<file path="src/rtl/alu_operand_loader_pkg.sv">
// alu_operand_loader_pkg: shared types, state codes and key indices for the operand loader.
// Types: word_t (ALU port width), aluop_t (opcode), loader_state_t (entry phases).
// Constants: KEY_STEP, KEY_CLEAR index the active-low push buttons.
package alu_operand_loader_pkg;

    typedef logic [31:0] word_t;
    typedef logic [3:0]  aluop_t;

    typedef enum logic [2:0] {
        LOAD_A  = 3'd0,
        LOAD_B  = 3'd1,
        LOAD_OP = 3'd2,
        EXEC    = 3'd3,
        SHOW    = 3'd4
    } loader_state_t;

    localparam int unsigned KEY_STEP  = 0;
    localparam int unsigned KEY_CLEAR = 1;

    function automatic word_t sign_ext(input logic fill, input logic [15:0] v);
        return {{16{fill}}, v};
    endfunction

endpackage

</file>
<file path="src/rtl/alu_operand_loader_if.sv">
// alu_operand_loader_if: ALU operand/result bundle between the loader and the ALU.
// master (loader): drives portA, portB, aluop; reads outport and the three flags.
// slave  (ALU):    reads operands and opcode; drives outport and flags.
interface alu_operand_loader_if;
    import alu_operand_loader_pkg::*;

    word_t  portA;
    word_t  portB;
    aluop_t aluop;
    word_t  outport;
    logic   overflow_flag;
    logic   zero_flag;
    logic   negative_flag;

    modport master (
        output portA, portB, aluop,
        input  outport, overflow_flag, zero_flag, negative_flag
    );

    modport slave (
        input  portA, portB, aluop,
        output outport, overflow_flag, zero_flag, negative_flag
    );

endinterface

</file>
<file path="src/rtl/alu_operand_loader_key_debounce.sv">
// key_debounce: two-flop synchronizer plus press detector for one active-low key.
// Ports: clk, rst (sync, active-high), key_i (raw key), press_o (one-cycle press pulse).
// ALU_LOADER_DEBOUNCE_EN defined: pulse after DEBOUNCE_CYCLES continuous low samples;
// undefined: pulse is the synchronized falling edge and DEBOUNCE_CYCLES is ignored.
module key_debounce #(
    parameter int unsigned DEBOUNCE_CYCLES = 500000
) (
    input  logic clk,
    input  logic rst,
    input  logic key_i,
    output logic press_o
);

    logic [1:0] sync_q;
    logic       level;
    logic       press_q;

    assign level   = sync_q[1];
    assign press_o = press_q;

    always_ff @(posedge clk) begin
        if (rst) sync_q <= 2'b11;
        else     sync_q <= {sync_q[0], key_i};
    end

`ifdef ALU_LOADER_DEBOUNCE_EN
    localparam int unsigned W = $clog2(DEBOUNCE_CYCLES + 1);
    localparam logic [W-1:0] LIM = W'(DEBOUNCE_CYCLES);

    logic [W-1:0] cnt_q, cnt_d;
    logic         press_d;

    // Counter saturates at LIM so a held key yields exactly one pulse.
    always_comb begin
        cnt_d   = level ? '0 : (cnt_q == LIM) ? LIM : cnt_q + 1'b1;
        press_d = !level && (cnt_q == LIM - 1'b1);
    end

    always_ff @(posedge clk) begin
        if (rst) begin
            cnt_q   <= '0;
            press_q <= 1'b0;
        end else begin
            cnt_q   <= cnt_d;
            press_q <= press_d;
        end
    end
`else
    localparam int unsigned unused_cycles = DEBOUNCE_CYCLES;

    logic level_q;

    always_ff @(posedge clk) begin
        if (rst) begin
            level_q <= 1'b1;
            press_q <= 1'b0;
        end else begin
            level_q <= level;
            press_q <= level_q && !level;
        end
    end
`endif

endmodule

</file>
<file path="src/rtl/alu_operand_loader.sv">
// alu_operand_loader: button-stepped entry of ALU operands, opcode and result capture.
// Ports: CLK, RST (sync, active-high); KEY[3:0] active-low (0 = step, 1 = clear);
// SW[17:0] (15:0 value, 16 fill bit); alu (master: portA, portB, aluop out; outport, flags in);
// display_word (hex display value), flags_held {neg, zero, ovf}, state_code (LED state).
// Optional macro ALU_LOADER_DEBOUNCE_EN enables the debounce counters in key_debounce.
module alu_operand_loader
    import alu_operand_loader_pkg::*;
#(
    parameter int unsigned DEBOUNCE_CYCLES = 500000
) (
    input  logic                  CLK,
    input  logic                  RST,
    input  logic [3:0]            KEY,
    input  logic [17:0]           SW,
    alu_operand_loader_if.master  alu,
    output word_t                 display_word,
    output logic [2:0]            flags_held,
    output logic [2:0]            state_code
);

    logic [3:0]    press;
    logic [16:0]   sw_s1_q, sw_s2_q;
    word_t         ext;
    logic          step, clr;
    loader_state_t state_q;
    word_t         a_q, b_q, res_q;
    aluop_t        op_q;
    logic [2:0]    flags_q;
    logic          unused_in;

    genvar k;
    for (k = 0; k < 4; k++) begin : g_key
        key_debounce #(.DEBOUNCE_CYCLES(DEBOUNCE_CYCLES)) u_db (
            .clk     (CLK),
            .rst     (RST),
            .key_i   (KEY[k]),
            .press_o (press[k])
        );
    end

    assign unused_in = ^{press[3:2], SW[17]};

    always_ff @(posedge CLK) begin
        if (RST) begin
            sw_s1_q <= '0;
            sw_s2_q <= '0;
        end else begin
            sw_s1_q <= SW[16:0];
            sw_s2_q <= sw_s1_q;
        end
    end

    assign ext  = sign_ext(sw_s2_q[16], sw_s2_q[15:0]);
    assign step = press[KEY_STEP];
    assign clr  = press[KEY_CLEAR];

    // Clear shares the reset path so it always wins over a same-cycle step.
    always_ff @(posedge CLK) begin
        if (RST || clr) begin
            state_q <= LOAD_A;
            a_q     <= '0;
            b_q     <= '0;
            op_q    <= '0;
            res_q   <= '0;
            flags_q <= '0;
        end else begin
            case (state_q)
                LOAD_A:  if (step) begin a_q <= ext; state_q <= LOAD_B; end
                LOAD_B:  if (step) begin b_q <= ext; state_q <= LOAD_OP; end
                LOAD_OP: if (step) begin op_q <= sw_s2_q[3:0]; state_q <= EXEC; end
                EXEC: begin
                    res_q   <= alu.outport;
                    flags_q <= {alu.negative_flag, alu.zero_flag, alu.overflow_flag};
                    state_q <= SHOW;
                end
                SHOW:    if (step) state_q <= LOAD_A;
                default: state_q <= LOAD_A;
            endcase
        end
    end

    assign alu.portA  = a_q;
    assign alu.portB  = b_q;
    assign alu.aluop  = op_q;
    assign flags_held = flags_q;
    assign state_code = state_q;

    // In EXEC res_q still holds the previous result; the new one lands entering SHOW.
    always_comb begin
        display_word = (state_q == LOAD_OP) ? {28'b0, sw_s2_q[3:0]} :
                       (state_q == EXEC || state_q == SHOW) ? res_q : ext;
    end

endmodule
</file>
<file path="src/flat_wrapper.sv">
// flat-port wrapper written by rule: the top's interface ports become plain ports
module alu_operand_loader_flat import alu_operand_loader_pkg::*;
#(
    parameter int unsigned DEBOUNCE_CYCLES = 500000
)
  (CLK, RST, KEY, SW, display_word, flags_held, state_code, alu_portA, alu_portB, alu_aluop, alu_outport, alu_overflow_flag, alu_zero_flag, alu_negative_flag);
  alu_operand_loader_if alu_i ();
  input  logic CLK;
  input  logic RST;
  input  logic [3:0] KEY;
  input  logic [17:0] SW;
  output word_t display_word;
  output logic [2:0] flags_held;
  output logic [2:0] state_code;
  output wire logic [$bits(alu_i.portA)-1:0] alu_portA;
  output wire logic [$bits(alu_i.portB)-1:0] alu_portB;
  output wire logic [$bits(alu_i.aluop)-1:0] alu_aluop;
  input wire logic [$bits(alu_i.outport)-1:0] alu_outport;
  input wire logic [$bits(alu_i.overflow_flag)-1:0] alu_overflow_flag;
  input wire logic [$bits(alu_i.zero_flag)-1:0] alu_zero_flag;
  input wire logic [$bits(alu_i.negative_flag)-1:0] alu_negative_flag;
  assign alu_portA = alu_i.portA;
  assign alu_portB = alu_i.portB;
  assign alu_aluop = alu_i.aluop;
  assign alu_i.outport = alu_outport;
  assign alu_i.overflow_flag = alu_overflow_flag;
  assign alu_i.zero_flag = alu_zero_flag;
  assign alu_i.negative_flag = alu_negative_flag;
  alu_operand_loader #(.DEBOUNCE_CYCLES(DEBOUNCE_CYCLES)) u_core (.CLK(CLK), .RST(RST), .KEY(KEY), .SW(SW), .alu(alu_i), .display_word(display_word), .flags_held(flags_held), .state_code(state_code));
endmodule
</file>
<file path="config.mk">
export PLATFORM = sky130hd
export DESIGN_NAME = alu_operand_loader_flat
export DESIGN_NICKNAME = d
export VERILOG_FILES = /design/src/rtl/alu_operand_loader_pkg.sv /design/src/rtl/alu_operand_loader_if.sv /design/src/rtl/alu_operand_loader_key_debounce.sv /design/src/rtl/alu_operand_loader.sv /design/src/flat_wrapper.sv
export SDC_FILE = /design/constraint.sdc
export NUM_CORES = 1
export LEC_CHECK = 0
export ABC_CLOCK_PERIOD_IN_PS = 2200
export BUFFER_PORTS_ARGS = -buffer_cell sky130_fd_sc_hd__buf_4
export CAP_MARGIN = 0
export CORE_MARGIN = 3
export CORE_UTILIZATION = 44
export DETAILED_ROUTE_END_ITERATION = 10
export PLACE_DENSITY = 0.75
export SLEW_MARGIN = 5
export SYNTH_ARGS = -nofsm -noshare
export SYNTH_HDL_FRONTEND = slang
export SYNTH_SLANG_ARGS = --single-unit
</file>
<file path="constraint.sdc">
create_clock -name CLK -period 2.2 [get_ports CLK]
set_clock_uncertainty 0.2 [all_clocks]
set_input_delay 0.66 -clock CLK [delete_from_list [all_inputs] [get_ports CLK]]
set_output_delay 0.66 -clock CLK [all_outputs]
set_load 0.02 [all_outputs]
</file>
==> metrics.cfg <==
[yosys]
synth_top_flop_cell=dfxtp_1
syn-num-nets=581
ys_seq_area_frac=0.5252
ys_seq_elements=118
syn_area_sq_um=4498
yosysUniqueCellTypes=31
yosysWarnings=0
synth_edf_count=0
syn_area_per_cell_sq_um=8.617
syn_inst=522
async_flop_share=0

[detailed_routing]
wl_microns=11540
maxUsedRoutingLayer=met4
routedWlPerCell_microns=14.33
drc=0
drtIter0Drc=134
routed_via_density=4.861
vias=3913
wl_met2_microns=6033
wl_met3_microns=742
m1WireLength_microns=4529
detail-route-antenna-nets=0
dr.pass1.iters=4

[finish]
n_fill_cell=768
nets=718
multi_input_area_sq_um=1851
seqCellArea_sq_um=2376
fin_area_sq_um=6690
drive_gt1_frac=0.4018
antenna-diode-count=0
syn2layout_area_growth_pct=48.73

[clocking]
cts_tree=yes
holdBufCountCts=0
path_clk_slew_ns=0.06
clk_latency_ns=0.51
cts_sinks=118
clk_path_buf_depth=2
cts_buffers=17
htreeDepth=4
root_buffer=clkbuf_8

[timing]
hold_viol_final=0
tightest_slew_ns=0.4573
worst_slack_ns=-0.4955
rsz0062_at_grt=true
fin_crit_sh=1.225
setup-tns-final_ns=-14.37
setup_violations=32
slew_viol_final=0
fmax_mhz=371.0
holdWs_ns=0.1334
min_period_ns=2.695
max_slew_margin=0.6951

[worst_setup_path]
cp_max_fo=7
cp.required_ns=1.34
reg2reg_depth=6
startpoint_type=flip-flop
r2r_end=u_core.alu.portB[12]
cp.arrival_ns=1.84
r2r-start=u_core.state_code[1]
worstSetupEndpointType=output port
crit_type=reg2out
r2r_slack_ns=0.34

[status]
violations=negative setup slack
status=finished, violations left

[floorplanning]
fp.dieW_microns=107.1
floorplan.initialDensity=0.4560
dieArea_sq_um=11470
core_area_sq_um=9864
fp-row-count=36
ios=165
fp.dieH_microns=107.1

[power_and_ir_drop]
p_per_area_nw_per_um2=823.6
power.leakage_uw=0.002919
ir_drop_mv=0.5094

[global_route]
grtUsageTotal=0.2013
grt-ovfl-total=0
first_global_vias=3810
grt_max_degree=41
antenna_found_initial=0
grt_first_pass_wirelength_microns=18200

[placed_design]
io_buffers=161
dp_hpwl_microns=7877
place_congestion=0.7506
dpl_cell_area_sq_um=5700

[min_path]
min_to=u_core.g_key[1].u_db.sync_q[0]
holdCritStartpoint=KEY[1]
min_path_cells=2
hp-class=in2reg

[flow_run]
drv_cap=0

-- how the worst max path moves through the flow --
| stage | startpoint | end | slack, ns | cells after the start |
|---|---|---|---|---|
| after floorplan | u_core.state_code[1] | display_word[21] | -0.06 | 5 |
| after detailed placement | u_core.state_code[1] | display_word[28] | -0.22 | 4 |
| final | u_core.state_code[2] | display_word[7] | -0.50 | 6 |
| after CTS | u_core.state_code[0] | display_word[7] | -0.51 | 6 |
| after global placement | u_core.state_code[1] | display_word[28] | -0.18 | 4 |
| after global routing | u_core.state_code[2] | display_word[7] | -0.54 | 6 |
-- what timing repair did --
item	in CTS	in global routing
pin swaps	4	1
endpoints found under the setup margin	65	32
setup buffers	6	1
gates resized for setup	70	7
cloned	2	0
-- cell families (layout without fill, tap and decap cells) --
logic type	after synthesis	count (layout)	synth area share
buffers and inverters	72	222	0.09763
AOI/OAI and AO/OA	112	112	0.1357
DFF	118	118	0.5252
muxes	8	8	0.01891
and+or+nand+nor	212	212	0.2225
-- metal layers --
layer	GRT usage	up-vias
li1	-	1938
met1	0.2185	1807
met4	0.07671	0
met3	0.04937	21
met5	0	-
met2	0.3735	147
-- critical path: stages, from the launching register on --
cell,delay (ns)
dfxtp_4,0.35
buf_8,0.12
or3b_4,0.42
buf_8,0.16
nand2_2,0.08
o21ai_4,0.06
buf_6,0.14
-- sequential cells by signal (all words and copies together) (netlist names) --
signal / cells
u_core.g_key.u_db.sync_q: 4
u_core.alu.portA: 17
u_core.alu.portB: 17
u_core.state_code: 3
u_core.sw_s1_q: 17
u_core.res_q: 32
u_core.g_key.u_db.press_o: 2
u_core.alu.aluop: 4
u_core.sw_s2_q: 17
u_core.flags_held: 3
u_core.g_key.u_db.level_q: 2
-- cells in the mapped netlist, types with 2 or more instances --
master    number  area (sq um)
o21ai_0       23         115.1
clkbuf_1      15         56.30
buf_4         32         240.2
and4bb_2       2         25.02
or2_2          7         43.79
nand2_1      150         563.0
nor3b_2        2         25.02
dfxtp_1      118          2362
a21oi_1       71         355.3
mux2i_1        4         40.04
buf_6          4         45.04
buf_2         15         75.07
nor2b_1       35         219.0
nor2_1         6         22.52
mux2_2         3         33.78
buf_1          3         11.26
a21o_1        16         120.1
inv_1          3         11.26
-- per-stage QoR --
stage	worst slack (ns)	instances	total power, uW	util
after floorplan	-0.06059	522	2369	-
after global placement	-0.1762	764	2516	0.5779
after detailed placement	-0.2177	764	2521	0.5779
after CTS	-0.5113	804	5549	0.6749
after global routing	-0.5368	805	5673	0.6782
final	-0.4955	805	5510	0.6782
-- layout by cell type, fill, tap and decap left out, drive strengths merged --
cell type / instances
a21o: 16
a21oi: 71
a221oi: 1
and2: 1
and3b: 1
and4bb: 2
buf: 187
bufinv: 5
clkbuf: 21
clkinv: 2
clkinvlp: 2
dfxtp: 118
inv: 5
mux2: 4
mux2i: 4
nand2: 150
nand2b: 1
nand3b: 1
nand4bb: 1
nor2: 6
nor2b: 35
nor3: 1
nor3b: 3
nor4b: 1
o21ai: 24
or2: 7
or3b: 1
or4b: 1
-- cell type report --
type,instances,area share
clock buffers,21,0.06864
clock inverters,11,0.02899
inverters,3,0.001683
multi-input cells,332,0.2766
flip-flops and latches,118,0.3552
well taps,133,0.02487
repair buffers,187,0.2441
-- power by group --
part	leakage (uW)	internal [uW]	switching, uW
Sequential	0.000963	2170	22.5
Combinational	0.00164	169	141
Clock	0.000315	2050	957
(Power assumes the default switching activity.)
